$ cat config.mk
export PLATFORM = sky130hd
export DESIGN_NAME = mul_share_scheduler
export DESIGN_NICKNAME = d
export VERILOG_FILES = /design/src/rtl/mul_share_pkg.sv /design/src/rtl/rr_arbiter.sv /design/src/rtl/mul_share_scheduler.sv
export SDC_FILE = /design/constraint.sdc
export NUM_CORES = 1
export LEC_CHECK = 0
export ABC_AREA = 1
export CORE_ASPECT_RATIO = 0.9
export CORE_MARGIN = 2
export CORE_UTILIZATION = 41
export DETAILED_ROUTE_END_ITERATION = 7
export HOLD_SLACK_MARGIN = 0.15
export PLACE_DENSITY = 0.81
export RECOVER_POWER = 50
export REMOVE_ABC_BUFFERS = 1
export SLEW_MARGIN = 20
export SYNTH_ARGS = -nofsm -noshare
export SYNTH_HDL_FRONTEND = slang
export SYNTH_SLANG_ARGS = --single-unit
$ cat constraint.sdc
create_clock -name ap_clk -period 3.4 [get_ports ap_clk]
set_input_delay 0.68 -clock ap_clk [delete_from_list [all_inputs] [get_ports ap_clk]]
set_output_delay 0.68 -clock ap_clk [all_outputs]
set_load 0.05 [all_outputs]
$ cat src/rtl/mul_share_pkg.sv
// Shared constants, helpers and the shadow-pipeline entry type for the
// shared multiplier scheduler.
package mul_share_pkg;

  localparam int unsigned DefAWidth     = 14;
  localparam int unsigned DefBWidth     = 28;
  localparam int unsigned DefPWidth     = 32;
  localparam int unsigned DefMulLatency = 3;
  // Wide enough for the largest supported requester count (16).
  localparam int unsigned MaxIdWidth    = 4;

  function automatic int unsigned clog2(input int unsigned n);
    int unsigned r;
    r = 0;
    while ((32'd1 << r) < n) r++;
    return r;
  endfunction

  typedef struct packed {
    logic                  valid;
    logic [MaxIdWidth-1:0] id;
  } shadow_t;

endpackage

$ cat src/rtl/rr_arbiter.sv
// Combinational round-robin pick: first asserted request at or above rr_ptr,
// wrapping around. The pointer itself is owned by the caller.
module rr_arbiter
  import mul_share_pkg::*;
#(
  parameter int unsigned  NUM_REQ  = 4,
  localparam int unsigned ID_WIDTH = clog2(NUM_REQ)
) (
  input  logic [NUM_REQ-1:0]  req,
  input  logic [ID_WIDTH-1:0] rr_ptr,
  output logic                grant_valid,
  output logic [ID_WIDTH-1:0] grant_id
);

  int unsigned idx;

  always_comb begin
    grant_valid = 1'b0;
    grant_id    = '0;
    idx         = 0;
    for (int unsigned off = 0; off < NUM_REQ; off++) begin
      idx = (32'(rr_ptr) + off) % NUM_REQ;
      if (!grant_valid && req[ID_WIDTH'(idx)]) begin
        grant_valid = 1'b1;
        grant_id    = ID_WIDTH'(idx);
      end
    end
  end

endmodule

$ cat src/rtl/mul_share_scheduler.sv
// Time-shares one external pipelined multiplier between NUM_REQ requesters and
// returns each product tagged with its requester id, in accept order.
module mul_share_scheduler
  import mul_share_pkg::*;
#(
  parameter int unsigned  NUM_REQ     = 4,
  parameter int unsigned  A_WIDTH     = DefAWidth,
  parameter int unsigned  B_WIDTH     = DefBWidth,
  parameter int unsigned  P_WIDTH     = DefPWidth,
  parameter int unsigned  MUL_LATENCY = DefMulLatency,
  localparam int unsigned ID_WIDTH    = clog2(NUM_REQ)
) (
  input  logic                       ap_clk,
  input  logic                       ap_rst_n,
  input  logic [NUM_REQ-1:0]         req_valid,
  output logic [NUM_REQ-1:0]         req_ready,
  input  logic [NUM_REQ*A_WIDTH-1:0] req_a,
  input  logic [NUM_REQ*B_WIDTH-1:0] req_b,
  output logic                       rsp_valid,
  input  logic                       rsp_ready,
  output logic [P_WIDTH-1:0]         rsp_p,
  output logic [ID_WIDTH-1:0]        rsp_id,
  output logic                       mul_ce,
  output logic [A_WIDTH-1:0]         mul_din0,
  output logic [B_WIDTH-1:0]         mul_din1,
  input  logic [P_WIDTH-1:0]         mul_dout,
  output logic [31:0]                stall_cnt
);

  logic                stall;
  logic                accept;
  logic                grant_valid;
  logic [ID_WIDTH-1:0] grant_id;
  logic [ID_WIDTH-1:0] rr_ptr_q;
  logic [31:0]         stall_cnt_q;
  logic [A_WIDTH-1:0]  din0_q;
  logic [B_WIDTH-1:0]  din1_q;
  shadow_t             shadow_q [MUL_LATENCY];

  rr_arbiter #(
    .NUM_REQ (NUM_REQ)
  ) u_arb (
    .req         (req_valid),
    .rr_ptr      (rr_ptr_q),
    .grant_valid (grant_valid),
    .grant_id    (grant_id)
  );

  assign rsp_valid = shadow_q[MUL_LATENCY-1].valid;
  assign rsp_id    = ID_WIDTH'(shadow_q[MUL_LATENCY-1].id);
  assign rsp_p     = mul_dout;
  assign stall     = rsp_valid & ~rsp_ready;
  // Multiplier keeps running through reset; stale contents are masked by valids.
  assign mul_ce    = ~ap_rst_n | ~stall;
  assign accept    = ap_rst_n & mul_ce & grant_valid;
  assign stall_cnt = stall_cnt_q;

  always_comb begin
    req_ready = '0;
    if (accept) req_ready[grant_id] = 1'b1;
  end

  // Operands go straight to the multiplier on accept so it samples them on the
  // same edge that loads shadow stage 0; otherwise the last operands are held.
  assign mul_din0 = accept ? req_a[32'(grant_id)*A_WIDTH +: A_WIDTH] : din0_q;
  assign mul_din1 = accept ? req_b[32'(grant_id)*B_WIDTH +: B_WIDTH] : din1_q;

  always_ff @(posedge ap_clk) begin
    din0_q <= mul_din0;
    din1_q <= mul_din1;
  end

  always_ff @(posedge ap_clk) begin
    if (!ap_rst_n) begin
      for (int i = 0; i < MUL_LATENCY; i++) shadow_q[i] <= '0;
      rr_ptr_q    <= '0;
      stall_cnt_q <= '0;
    end else begin
      if (mul_ce) begin
        for (int i = MUL_LATENCY - 1; i > 0; i--) shadow_q[i] <= shadow_q[i-1];
        shadow_q[0].valid <= accept;
        shadow_q[0].id    <= accept ? MaxIdWidth'(grant_id) : '0;
      end
      if (accept) begin
        rr_ptr_q <= (32'(grant_id) == NUM_REQ - 1) ? '0 : grant_id + ID_WIDTH'(1);
      end
      if (stall && (stall_cnt_q != '1)) stall_cnt_q <= stall_cnt_q + 32'd1;
    end
  end

endmodule

Word-level counts from Yosys, hierarchy flattened

Memories as Yosys holds them, arrays and structs flattened.
Cells that the tools add are included.

Bitwise operators: 11
Magnitude comparators: 6
Equality and inequality tests: 2
Mux-type cells: 31
Add/subtract/negate cells: 5
Multiply operators: 2
Shift operators: 2
Reductions and logical operators: 8

Operators by type and width:

| cell                    | count |
|---|---|
| $shiftx A112 B8 Y28     | 1 |
| $shiftx A56 B7 Y14      | 1 |
| $add A32 B1 Y32 const B | 1 |
| $ne A32 B32 Y1 const B  | 1 |
| $mux W28                | 1 |
| $lt A2 B3 Y1 const B    | 5 |
| $mux W1                 | 14 |
| $mux W14                | 1 |
| $mux W2                 | 6 |
| $mul A2 B3 Y5 const B   | 2 |
| $mux W5                 | 2 |
| $bmux W1 S2             | 4 |
| $mux W4                 | 2 |
| $logic_and A1 B1 Y1     | 5 |
| $or A1 B1 Y1            | 5 |
| $add A2 B1 Y2 const B   | 2 |
| $add A2 B2 Y2 const B   | 2 |
| $and A1 B1 Y1           | 3 |
| $logic_not A1 Y1        | 3 |
| $not A1 Y1              | 3 |
| $demux W1 S2            | 1 |
| $eq A2 B2 Y1 const B    | 1 |
| $ge A2 B1 Y1 const B    | 1 |

Word-level logic and storage cells: 72
Bits in writable memories: 15
Register bits: 76
Input bits: 207
Output and inout port bits: 114
Memories: 1

Memory list:

| name     | depth | width | read ports | clocked after Yosys merged registers in | wr ports | RTL line                  | text |
|---|---|---|---|---|---|---|---|
| shadow_q | 3     | 5     | 3          | 0                                       | 3        | mul_share_scheduler.sv:38 | `shadow_t shadow_q [MUL_LATENCY];` |

Longest topological paths before layout

Gate-level depths: netlist of run 1.

Depth in word-level cells: 17
Mapped depth: 17

Cells and area by module

Synthesis of run 1 repeated with hierarchy kept, for this count alone.

Cells, all modules: 889
Area total of the unflattened synthesis: 5502.8 um^2

Modules (own cells, without submodules):

| module              | times used | area each (um^2) | cells each |
|---|---|---|---|
| mul_share_scheduler | 1          | 5183.7           | 830 |
| rr_arbiter          | 1          | 319.1            | 59 |

Worst setup path after synthesis of run 1

OpenSTA, ideal clock, no wires.

Kind: input -> output
From: input port req_valid[3]
To: output port req_ready[2]
Setup slack: 0.235 ns
Arrival: 2.485 ns
Stages on the path: 13
Path through: inv_1 -> nand2_1 -> nand3_1 -> nand2_2 -> nor2_4 -> nand3_1 -> nand3_2 -> nand2_4 -> inv_2 -> buf_2 -> ha_1 -> inv_1 -> nor2_1

Word-level cells in the longest chain between the ends: 17
Elaborated cells between the ends (all ways): 29
Classes of those cells: order compare (2); mux (19); bitwise (1); reduce/logical (7)

Ends and longest elaborated chain:

| what                                                                      | RTL line                  | text |
|---|---|---|
| start, declared                                                           | mul_share_scheduler.sv:15 | `input logic [NUM_REQ-1:0] req_valid,` |
| $bmux W1 S2                                                               | rr_arbiter.sv:23          | `if (!grant_valid && req[ID_WIDTH'(idx)]) begin` |
| $mux W1 (implied by the code)                                             | rr_arbiter.sv:23          |  |
| $mux W1                                                                   | rr_arbiter.sv:23          |  |
| $logic_not A1 Y1                                                          | rr_arbiter.sv:23          |  |
| $logic_and A1 B1 Y1                                                       | rr_arbiter.sv:23          |  |
| $mux W1                                                                   | rr_arbiter.sv:23          |  |
| $logic_not A1 Y1                                                          | rr_arbiter.sv:23          |  |
| $logic_and A1 B1 Y1                                                       | rr_arbiter.sv:23          |  |
| [... 2 more ...]                                                          | -                         |  |
| $logic_and A1 B1 Y1                                                       | rr_arbiter.sv:23          |  |
| $mux W2 *                                                                 | rr_arbiter.sv:23          |  |
| named net grant_id[1]                                                     | mul_share_scheduler.sv:33 | `logic [ID_WIDTH-1:0] grant_id;` |
| $lt A2 B3 Y1 (implied by the code) / $ge A2 B1 Y1 (equally long branches) | mul_share_scheduler.sv:60 | `if (accept) req_ready[grant_id] = 1'b1;` |
| $logic_and A1 B1 Y1 (implied by the code)                                 | mul_share_scheduler.sv:60 |  |
| $mux W1 (implied by the code)                                             | mul_share_scheduler.sv:60 |  |
| $demux W1 S2 *                                                            | mul_share_scheduler.sv:60 |  |
| $mux W4 *                                                                 | mul_share_scheduler.sv:60 |  |
| end, declared                                                             | mul_share_scheduler.sv:16 | `output logic [NUM_REQ-1:0] req_ready,` |

Mark *: on every way through the listed nets, which the timed path passes. The rest lies on a longest branch. The select of a mux whose other input is x is not followed.

Final worst setup path of run 1

From: register rr_ptr_q[0]
To: output port mul_din1[25]

Word-level cells in the longest chain between the ends: 15
Elaborated cells between the ends (all ways): 29
Classes of those cells: add/sub (3); mul (1); shift (1); mux (17); bitwise (1); reduce/logical (6)

Ends and longest elaborated chain:

| what                                                                   | RTL line                  | text |
|---|---|---|
| start, declared                                                        | mul_share_scheduler.sv:34 | `logic [ID_WIDTH-1:0] rr_ptr_q;` |
| start signal, assigned                                                 | mul_share_scheduler.sv:85 | `rr_ptr_q <= (32'(grant_id) == NUM_REQ - 1) ? '0 : grant_id + ID_WIDTH'(1);` |
| parallel branches: the longest is 14 deep, another holds $mul A2 B3 Y5 | -                         |  |
| $mux W28 *                                                             | mul_share_scheduler.sv:66 | `assign mul_din1 = accept ? req_b[32'(grant_id)*B_WIDTH +: B_WIDTH] : din1_q;` |
| end, declared                                                          | mul_share_scheduler.sv:25 | `output logic [B_WIDTH-1:0] mul_din1,` |

Mark *: on every way between the ends. The select of a mux whose other input is x is not followed.

==> flow_metrics.py, run 1 <==
metrics = {
    "status": {
        "status": "finished clean",
    },
    "timing": {
        "finalCritPeriodShare": 0.980,
        "finalHoldViolCount": 0,
        "skew_ns": 0.00502,
        "period_minus_slack_ns": 3.33,
        "fin_ws_ns": 0.0668,
        "holdWs_ns": 0.485,
        "setup_violations": 0,
        "max_freq_ghz": 0.300,
        "slew_headroom": 0.566,
        "maxSlewViolCount": 0,
        "worst_slew_pin_slew_ns": 0.651,
    },
    "route": {
        "wirelength_microns": 25400,
        "drt-pass1-iter-count": 5,
        "wl_per_cell_microns": 16.9,
        "postRouteAntennaNets": 0,
        "drt-initial-drc-count": 563,
        "vias": 7649,
        "drc": 0,
        "viasPerCell": 5.07,
    },
    "clock_tree": {
        "tritoncts": "yes",
        "cts_max_level": 3,
        "clock_sinks": 85,
        "cts.clk_slew.worst_paths_ns": 0.06,
        "worst_skew_pair.late_latency_ns": 0.34,
        "cts-root-buf": "clkbuf_16",
        "cts.path.max_buffers": 2,
        "cts_buffers": 9,
    },
    "placed_design": {
        "post-place-ws_ns": -0.0508,
        "dpl.hpwl_microns": 17200,
        "io_buffers": 256,
        "gp_congestion": 0.918,
    },
    "pwr": {
        "p_sw_frac": 0.510,
        "internal_power_w": 0.00718,
        "power_density_mw_per_mm2": 1430,
        "peakVddDrop_mv": 1.21,
        "clkPwrFrac": 0.067,
        "p_leak_nw": 4.94,
        "seqPwrFrac": 0.099,
        "combPwrFrac": 0.834,
        "switchingPower_w": 0.00747,
    },
    "die": {
        "die-area_sq_mm": 0.0161,
        "core_sq_mm": 0.0148,
        "initial_core_util": 0.420,
        "row_count": 42,
        "die_x_microns": 134,
        "die_h_microns": 121,
        "io_pins": 321,
    },
    "synthesis": {
        "synth_top_area_share": 0.286,
        "synth_cell_type_count": 27,
        "syn_inst": 1073,
        "syn-cell-area_sq_mm": 0.00620,
        "yosys_warnings": 0,
        "synth_area_leaders": "nand2_1 29%, dfxtp_1 25%, nand3_1 11%",
        "synth_area_leader_cell": "nand2_1",
        "ys_seq_elements": 85,
        "avgSynthCellArea_sq_um": 5.78,
        "yosysSeqAreaShare": 0.289,
    },
    "global_routing": {
        "grt_pass1_wl_microns": 34900,
        "antenna_found_initial": 3,
        "grt_use_total": 0.276,
        "grt_pass1_vias": 6967,
        "grt_max_degree": 40,
        "grt_overflow": 0,
    },
    "critical_path": {
        "critPathCaptureType": "output port",
        "crit_buf_inv": 4,
        "slowest_stage": "dfxtp_4",
        "crit_fanout": 13,
        "cpPeakStageDelay_ns": 0.44,
        "crit_family": "simple AND/OR/NAND/NOR gates",
        "crit_path_cell_trace": "inv_2 > nand2_1 > nand2_2 > nand2_1 > nand2_2 > nor2_4 > nand3_4 > nand3_4 > buf_12 > buf_12 > nand2_1 > nand2_1 > nand2_1 > nand2_1 > nand2_1 > nand2_2 > buf_12",
        "critPathKind": "reg -> out",
        "crit_required_ns": 2.72,
        "startpoint_type": "flip-flop",
        "cp_common_cell": "nand2_1",
        "r2r_setup_slack_ns": 1.05,
        "cp.arrival_ns": 2.65,
    },
    "flow_run": {
        "cap_violations": 0,
    },
    "hold_path": {
        "min_path_type": "reg -> reg",
    },
    "finish": {
        "drive_gt1_frac": 0.145,
        "area_growth_pct": 65.8,
        "n_fill_cell": 1193,
        "nets": 1516,
    },
}
[registers in the layout (all words and copies together), names as in the netlist]
signal / flops
din0_q: 14
stall_cnt: 32
din1_q: 28
rr_ptr_q: 2
shadow_q: 9
[worst register-to-register path, delay by kind of cell (launching register included)]
family	cells	cell delay, ns
AND/OR/NAND/NOR	7	0.78
buffers and inverters	4	0.51
adder cells (fa/ha/maj)	1	0.28
flip-flops	1	0.44
AO/OA/AOI/OAI	2	0.24
[power groups by stage]
stage / registers, W / logic, W / clock network (W)
floorplan: 0.00147 / 0.00546 / 0
global placement: 0.00145 / 0.00994 / 0
detailed placement: 0.00146 / 0.0100 / 0
CTS: 0.00144 / 0.0101 / 0.000999
global route: 0.00149 / 0.0129 / 0.00104
finish: 0.00146 / 0.0122 / 0.000977
[layout make-up]
type                            count  area [sq um]  area share
Antenna cell                        3          7.51    0.000731
Clock buffer                       12           268      0.0261
Clock inverter                      4          30.0     0.00292
Inverter                          131           494      0.0481
Multi-Input combinational cell    771          3600       0.351
Sequential cell                    85          1800       0.175
Tap cell                          198           248      0.0241
Timing Repair Buffer              306          3830       0.373
[per-stage QoR]
step / cell area (sq um) / setup TNS [ns] / utilization / power [W] / std cells
after detailed placement: 9280 / -0.346 / 0.628 / 0.0115 / 1468
final: 10300 / 0 / 0.696 / 0.0147 / 1510
after global routing: 10300 / -0.321 / 0.696 / 0.0154 / 1510
after global placement: 9280 / -0.00350 / 0.628 / 0.0114 / 1468
after CTS: 9600 / -0.0818 / 0.650 / 0.0125 / 1484
after floorplan: 5650 / -62.67 / - / 0.00693 / 986
[Yosys cell counts]
master,number
nand2_1,472
nand3_1,138
inv_1,127
dfxtp_1,76
nor2_1,59
buf_4,40
a21oi_1,28
buf_2,28
nor3_1,14
xor2_1,14
nand4_1,12
clkbuf_1,11
o21ai_0,10
edfxtp_1,9
xnor2_1,7
buf_6,5
ha_1,5
inv_2,4
buf_1,3
nand2_2,3
nand3_2,2
a211oi_1,1
a21boi_0,1
nand2_4,1
nand3_4,1
nor2_4,1
o21ai_1,1
[worst paths after layout]
| path | end | cells past startpoint | start |
|---|---|---|---|
| worst max-delay path | mul_din1[25] | 17 | rr_ptr_q[0]$_SDFFE_PN0P_ |
| worst min-delay path | din1_q[14]$_DFF_P_ | 2 | din1_q[14]$_DFF_P_ |
| worst max register to register | rr_ptr_q[1]$_SDFFE_PN0P_ | 14 | rr_ptr_q[0]$_SDFFE_PN0P_ |
| worst min register to register | din1_q[14]$_DFF_P_ | 2 | din1_q[14]$_DFF_P_ |
[kinds of logic (layout without fill, tap and decap cells)]
| family | after synthesis | count (layout) | share of synthesized area |
|---|---|---|---|
| XOR/XNOR | 21 | 21 | 0.0297 |
| AND/OR/NAND/NOR | 703 | 704 | 0.469 |
| buffers and inverters | 218 | 453 | 0.168 |
| AO/OA/AOI/OAI | 41 | 41 | 0.0339 |
| other | 0 | 3 | 0 |
| adder cells (fa/ha/maj) | 5 | 5 | 0.0101 |
| flip-flops | 85 | 85 | 0.289 |
[cell usage in the layout, fill, tap and decap left out, types with 2 or more instances in the layout]
| cell type | n |
|---|---|
| buf_4 | 15 |
| nor2_1 | 56 |
| buf_12 | 60 |
| buf_6 | 10 |
| inv_2 | 8 |
| nor3_1 | 14 |
| nand3_2 | 8 |
| nand2_1 | 424 |
| inv_1 | 122 |
| xor2_1 | 14 |
| edfxtp_1 | 9 |
| nand3_4 | 3 |
| clkdlybuf4s50_1 | 204 |
| diode_2 | 3 |
| dfxtp_1 | 75 |
| nand4_1 | 12 |
| dlymetal6s2s_1 | 4 |
| nand3_1 | 130 |
| ha_1 | 5 |
| a21oi_1 | 28 |
| clkbuf_16 | 22 |
| xnor2_1 | 7 |
| clkinv_4 | 2 |
| nand2_2 | 44 |
| nand2_4 | 8 |
| nor2_2 | 3 |
| o21ai_0 | 10 |
[per-layer routing]
metal | global-route usage | vias to the layer above | part of all wire
li1 | - | 3730 | -
met1 | 0.289 | 3440 | 0.37
met2 | 0.475 | 406 | 0.48
met3 | 0.133 | 71 | 0.11
met4 | 0.102 | 2 | 0.037
met5 | 0.0458 | - | 0.0037
[timing repair]
item,4_1_cts,5_1_grt
buffers inserted,0,4
hold buffers,0,0
gates resized for setup,6,83
hold endpoints to repair,0,0
pin swaps,0,22
endpoints found under the setup margin,20,46
gates cloned,0,19
Note: power is estimated with default switching activity, not from simulation.
==> inputs of run 2 (changes only) <==
--- a/config.mk
+++ b/config.mk
@@ -8,10 +8,11 @@
 export ABC_AREA = 1
 export CORE_ASPECT_RATIO = 0.9
 export CORE_MARGIN = 2
-export CORE_UTILIZATION = 41
+export CORE_UTILIZATION = 44
+export CTS_CLUSTER_SIZE = 10
 export DETAILED_ROUTE_END_ITERATION = 7
 export HOLD_SLACK_MARGIN = 0.15
-export PLACE_DENSITY = 0.81
+export PLACE_DENSITY = 0.86
 export RECOVER_POWER = 50
 export REMOVE_ABC_BUFFERS = 1
 export SLEW_MARGIN = 20
==> flow_metrics.py, run 2 (same netlist as run 1, synthesis figures left out) <==
metrics = {
    "finish": {
        "stdcell_count": 1491,
        "mostFrequentLayoutCells": "440 x nand2_1, 201 x clkdlybuf4s50_1, 134 x nand3_1, 123 x inv_1, 76 x dfxtp_1",
        "largest_register_ffs": 32,
        "stdcell_area_sq_mm": 0.00991,
        "final_common_cell": "nand2_1",
        "area_growth_pct": 59.9,
        "drive_gt1_frac": 0.117,
        "utilization": 0.713,
        "nets": 1504,
    },
    "critical_path": {
        "rr_startpoint": "stall_cnt[0]$_SDFFE_PN0P_",
        "cp.arrival_ns": 2.55,
        "r2r_end": "stall_cnt[4]$_SDFFE_PN0P_",
        "slowest_stage": "dfxtp_1",
        "endpoint": "mul_din1[24]",
        "r2r_cells": 11,
        "cpPeakStageDelay_ns": 0.32,
        "cp-startpoint": "rr_ptr_q[0]$_SDFFE_PN0P_",
        "r2r_setup_slack_ns": 0.48,
        "crit_fanout": 16,
        "cp_common_cell": "nand2_1",
        "crit_path_cell_trace": "buf_6 > inv_4 > nand2_1 > nand2_2 > nand2_1 > nand2_1 > nor2_4 > nand3_4 > clkbuf_1 > bufbuf_16 > nand3_1 > nand3_1 > nand2_1 > nand2_1 > nand2_2 > buf_12",
        "critPathCaptureType": "output port",
        "crit_required_ns": 2.72,
        "critPathKind": "reg -> out",
        "startpoint_type": "flip-flop",
    },
    "pwr": {
        "internal_power_w": 0.00660,
        "peakVddDrop_mv": 1.12,
        "seqPwrFrac": 0.105,
        "p_leak_nw": 4.80,
        "combPwrFrac": 0.816,
        "p_sw_frac": 0.515,
        "power_density_mw_per_mm2": 1370,
        "switchingPower_w": 0.00701,
        "clkPwrFrac": 0.080,
    },
    "die": {
        "core_sq_mm": 0.0139,
        "initial_core_util": 0.446,
        "io_pins": 321,
        "row_count": 41,
        "die_x_microns": 129,
        "die-area_sq_mm": 0.0151,
        "die_h_microns": 117,
    },
    "global_routing": {
        "grt_overflow": 0,
        "grt_pass1_vias": 6790,
        "grt_use_total": 0.294,
        "grt_pass1_wl_microns": 34200,
        "grt_max_degree": 50,
        "antenna_found_initial": 1,
    },
    "route": {
        "wirelength_microns": 23100,
        "wl_per_cell_microns": 15.5,
        "drt-pass1-iter-count": 6,
        "postRouteAntennaNets": 0,
        "drc": 0,
        "viasPerCell": 5.06,
        "drt-initial-drc-count": 515,
        "vias": 7550,
    },
    "clock_tree": {
        "clock_sinks": 85,
        "cts_hold_buf": 0,
        "cts.path.max_buffers": 2,
        "cts.clk_slew.worst_paths_ns": 0.07,
        "tritoncts": "yes",
        "worst_skew_pair.late_latency_ns": 0.35,
        "cts_max_level": 3,
        "cts-root-buf": "clkbuf_16",
        "cts_buffers": 9,
    },
    "timing": {
        "rsz0062_at_grt": "no",
        "period_minus_slack_ns": 3.23,
        "finalCritPeriodShare": 0.951,
        "skew_ns": 0.00323,
        "setup_violations": 0,
        "maxSlewViolCount": 0,
        "max_freq_ghz": 0.309,
        "worst_slew_pin_slew_ns": 1.41,
        "finalHoldViolCount": 0,
        "fin_tns_setup_ns": 0,
        "fin_ws_ns": 0.166,
        "slew_headroom": 0.0581,
    },
    "placed_design": {
        "place_inst": 1463,
        "post-place-ws_ns": -0.0242,
        "dpl.hpwl_microns": 16200,
        "gp_congestion": 0.910,
        "io_buffers": 256,
        "place_area_sq_mm": 0.00923,
    },
    "status": {
        "status": "finished clean",
    },
    "flow_run": {
        "cap_violations": 0,
    },
    "hold_path": {
        "min_path_type": "reg -> reg",
    },
}
[run 2: worst min path at each step]
| stage | from | to | slack (ns) | depth (start not counted) |
|---|---|---|---|---|
| CTS | din1_q[25]$_DFF_P_ | din1_q[25]$_DFF_P_ | 0.49 | 2 |
| detailed placement | stall_cnt[12]$_SDFFE_PN0P_ | stall_cnt[12]$_SDFFE_PN0P_ | 0.50 | 2 |
| floorplan | rr_ptr_q[1]$_SDFFE_PN0P_ | rr_ptr_q[1]$_SDFFE_PN0P_ | 0.51 | 2 |
| finish | din1_q[25]$_DFF_P_ | din1_q[25]$_DFF_P_ | 0.48 | 2 |
| global route | din1_q[25]$_DFF_P_ | din1_q[25]$_DFF_P_ | 0.50 | 2 |
| global placement | stall_cnt[12]$_SDFFE_PN0P_ | stall_cnt[12]$_SDFFE_PN0P_ | 0.49 | 2 |
[run 2: power by group through the flow]
stage / registers (W) / clock network (W) / logic (W)
CTS: 0.00142 / 0.00111 / 0.0105
global placement: 0.00143 / 0 / 0.00982
global route: 0.00145 / 0.00113 / 0.0118
detailed placement: 0.00144 / 0 / 0.00989
finish: 0.00142 / 0.00109 / 0.0111
floorplan: 0.00147 / 0 / 0.00546
[run 2: worst max-delay path: cells and delay by family (launching register included)]
family | cells | cell delay, ns
flops | 1 | 0.32
buf+inv | 5 | 0.81
simple gates | 11 | 1.05
[run 2: layer usage]
| metal | up-vias | share of wire | GRT usage |
|---|---|---|---|
| met5 | - | 0.0036 | 0.0458 |
| li1 | 3699 | - | - |
| met4 | 2 | 0.024 | 0.0870 |
| met2 | 377 | 0.48 | 0.504 |
| met1 | 3430 | 0.38 | 0.329 |
| met3 | 42 | 0.11 | 0.127 |
[run 2: cell type report]
cell class	count	area, sq um
antenna	1	2.50
clock buffer	9	225
clock inverter	7	98.8
fill	1115	3990
inverter	131	497
multi-input combinational	770	3480
sequential	85	1790
tap	193	241
timing repair buffer	295	3570
[run 2: stage by stage]
stage | power, W | hold slack (ns)
after floorplan | 0.00693 | 0.506
after global placement | 0.0112 | 0.491
after detailed placement | 0.0113 | 0.497
after CTS | 0.0130 | 0.492
after global routing | 0.0144 | 0.503
final | 0.0136 | 0.484
[run 2: timing repair]
| item | 4_1_cts | 5_1_grt |
|---|---|---|
| buffers inserted | 3 | 1 |
| setup endpoints to repair | 30 | 46 |
| resized for setup | 31 | 24 |
| endpoints found under the hold margin | 0 | 0 |
| gates cloned | 3 | 4 |
| pin swaps | 1 | 8 |
==> inputs of run 3 (changes only) <==
--- a/config.mk
+++ b/config.mk
@@ -6,6 +6,7 @@
 export NUM_CORES = 1
 export LEC_CHECK = 0
 export ABC_AREA = 1
+export CAP_MARGIN = 0
 export CORE_ASPECT_RATIO = 0.9
 export CORE_MARGIN = 2
 export CORE_UTILIZATION = 44
@@ -13,9 +14,9 @@
 export DETAILED_ROUTE_END_ITERATION = 7
 export HOLD_SLACK_MARGIN = 0.15
 export PLACE_DENSITY = 0.86
-export RECOVER_POWER = 50
 export REMOVE_ABC_BUFFERS = 1
 export SLEW_MARGIN = 20
 export SYNTH_ARGS = -nofsm -noshare
 export SYNTH_HDL_FRONTEND = slang
 export SYNTH_SLANG_ARGS = --single-unit
+export TNS_END_PERCENT = 1
==> flow_metrics.py, run 3 (same netlist as run 1, synthesis figures left out) <==
metrics = {
    "status": {
        "status": "finished clean",
    },
    "route": {
        "drt-initial-drc-count": 529,
        "vias": 7831,
        "postRouteAntennaNets": 0,
        "drt-pass1-iter-count": 5,
        "viasPerCell": 5.19,
        "wl_per_cell_microns": 17.1,
        "wirelength_microns": 25800,
        "drc": 0,
    },
    "die": {
        "die_h_microns": 117,
        "row_count": 41,
        "die-area_sq_mm": 0.0151,
        "io_pins": 321,
        "die_x_microns": 129,
        "initial_core_util": 0.446,
        "core_sq_mm": 0.0139,
    },
    "finish": {
        "nets": 1523,
        "drive_gt1_frac": 0.142,
        "largest_register_ffs": 32,
        "mostFrequentLayoutCells": "430 x nand2_1, 205 x clkdlybuf4s50_1, 133 x nand3_1, 122 x inv_1, 76 x dfxtp_1",
        "final_common_cell": "nand2_1",
        "stdcell_area_sq_mm": 0.0103,
        "area_growth_pct": 66.4,
    },
    "critical_path": {
        "critPathKind": "reg -> out",
        "r2r_cells": 14,
        "critPathCaptureType": "output port",
        "crit_fanout": 9,
        "startpoint_type": "flip-flop",
        "r2r_setup_slack_ns": 1.04,
        "r2r_end": "rr_ptr_q[1]$_SDFFE_PN0P_",
        "rr_startpoint": "rr_ptr_q[0]$_SDFFE_PN0P_",
        "cp.arrival_ns": 2.67,
        "crit_required_ns": 2.72,
    },
    "timing": {
        "setup_violations": 0,
        "slew_headroom": 0.578,
        "skew_ns": 0.00422,
        "finalCritPeriodShare": 0.984,
        "max_freq_ghz": 0.299,
        "holdWs_ns": 0.487,
        "worst_slew_pin_slew_ns": 0.632,
        "maxSlewViolCount": 0,
        "finalHoldViolCount": 0,
        "period_minus_slack_ns": 3.35,
    },
    "global_routing": {
        "grt_pass1_wl_microns": 33600,
        "grt_pass1_vias": 6699,
        "antenna_found_initial": 1,
        "grt_overflow": 0,
        "grt_use_total": 0.287,
        "grt_max_degree": 50,
    },
    "clock_tree": {
        "cts_buffers": 9,
        "cts_max_level": 3,
        "clock_sinks": 85,
        "worst_skew_pair.late_latency_ns": 0.35,
        "cts.clk_slew.worst_paths_ns": 0.07,
        "cts-root-buf": "clkbuf_16",
        "cts_hold_buf": 0,
        "cts.path.max_buffers": 2,
        "tritoncts": "yes",
    },
    "placed_design": {
        "place_area_sq_mm": 0.00923,
        "gp_congestion": 0.910,
        "dpl.hpwl_microns": 16200,
        "io_buffers": 256,
    },
    "pwr": {
        "power_density_mw_per_mm2": 1430,
        "p_leak_nw": 4.98,
        "peakVddDrop_mv": 1.17,
    },
    "hold_path": {
        "min-delay-start": "din1_q[9]$_DFF_P_",
        "whs_path_depth": 2,
        "min_path_type": "reg -> reg",
        "hold-path-endpoint": "din1_q[9]$_DFF_P_",
    },
    "flow_run": {
        "cap_violations": 0,
    },
}
run 3: cell types whose count changed in the layout (fill, tap and decap cells not counted), moves of 3 or more:
cell             delta
buf_12              +3
buf_16              -3
buf_6              +13
clkbuf_16           +6
clkdlybuf4s50_1     +4
dlygate4sd3_1       -4
nand2_1            -10
nand2_2             +4
nand2_4             +5
nand3_4             +4
run 3: worst max-delay path by stage:
| stage | from | to | cells after the start |
|---|---|---|---|
| 5_1_grt | rr_ptr_q[0]$_SDFFE_PN0P_ | mul_din1[0] | 17 |
| 3_3_place_gp | req_valid[1] | req_ready[2] | 13 |
| 6_report | rr_ptr_q[0]$_SDFFE_PN0P_ | mul_din1[0] | 17 |
| 2_1_floorplan | req_valid[3] | req_ready[3] | 11 |
| 4_1_cts | req_valid[2] | mul_din1[22] | 17 |
| 3_5_place_dp | req_valid[2] | mul_din0[3] | 16 |
run 3: repair_timing:
action	in CTS	in global routing
cloned	1	21
resized for setup	27	55
pin swaps	0	15
setup buffers	0	8
endpoints found under the setup margin	30	46
run 3: power by group:
| group | total, W | leakage [nW] | internal, W | switching (W) |
|---|---|---|---|---|
| combinational | 0.0122 | 4.09 | 0.00508 | 0.00710 |
| sequential | 0.00143 | 0.733 | 0.00134 | 0.0000874 |
| clock | 0.00109 | 0.156 | 0.000648 | 0.000447 |
| total | 0.0147 | 4.98 | 0.00707 | 0.00764 |
run 3: per-stage QoR:
stage | worst slack, ns | total power, W | cells | util | setup TNS [ns]
floorplan | -1.01 | 0.00693 | 986 | - | -62.67
global placement | 0.00697 | 0.0112 | 1463 | 0.664 | 0
detailed placement | -0.0242 | 0.0113 | 1463 | 0.664 | -0.208
CTS | -0.0157 | 0.0127 | 1480 | 0.695 | -0.0452
global route | -0.0918 | 0.0154 | 1510 | 0.742 | -1.84
finish | 0.0535 | 0.0147 | 1510 | 0.742 | 0
run 3: critical path, stage by stage (launching register included):
cell and delay [ns]:
dfxtp_1 0.31, buf_6 0.13, buf_4 0.15, nand2_1 0.07, nand2_2 0.09, nand2_2 0.09, nand2_2 0.06, nor2_4 0.16
nand3_4 0.22, nand3_4 0.22, buf_12 0.17, nand2_1 0.09, nand2_1 0.08, nand2_1 0.05, nand2_1 0.06, nand2_1 0.05
nand2_1 0.13, buf_12 0.16
run 3: routing by layer:
| layer | vias up | global-route usage | wire (microns) |
|---|---|---|---|
| met1 | 3572 | 0.324 | 9530 |
| met3 | 87 | 0.126 | 2780 |
| met2 | 424 | 0.486 | 12300 |
| met5 | - | 0.0458 | 84 |
| met4 | 2 | 0.0906 | 1060 |
| li1 | 3746 | - | - |
run 3: area by class of cell:
class / instances / area, sq um
Clock buffer: 9 / 225
Timing Repair Buffer: 311 / 3830
Clock inverter: 7 / 98.8
Tap cell: 193 / 241
Fill cell: 1032 / 3590
Inverter: 131 / 497
Multi-Input combinational cell: 773 / 3620
Sequential cell: 85 / 1790
Antenna cell: 1 / 2.50
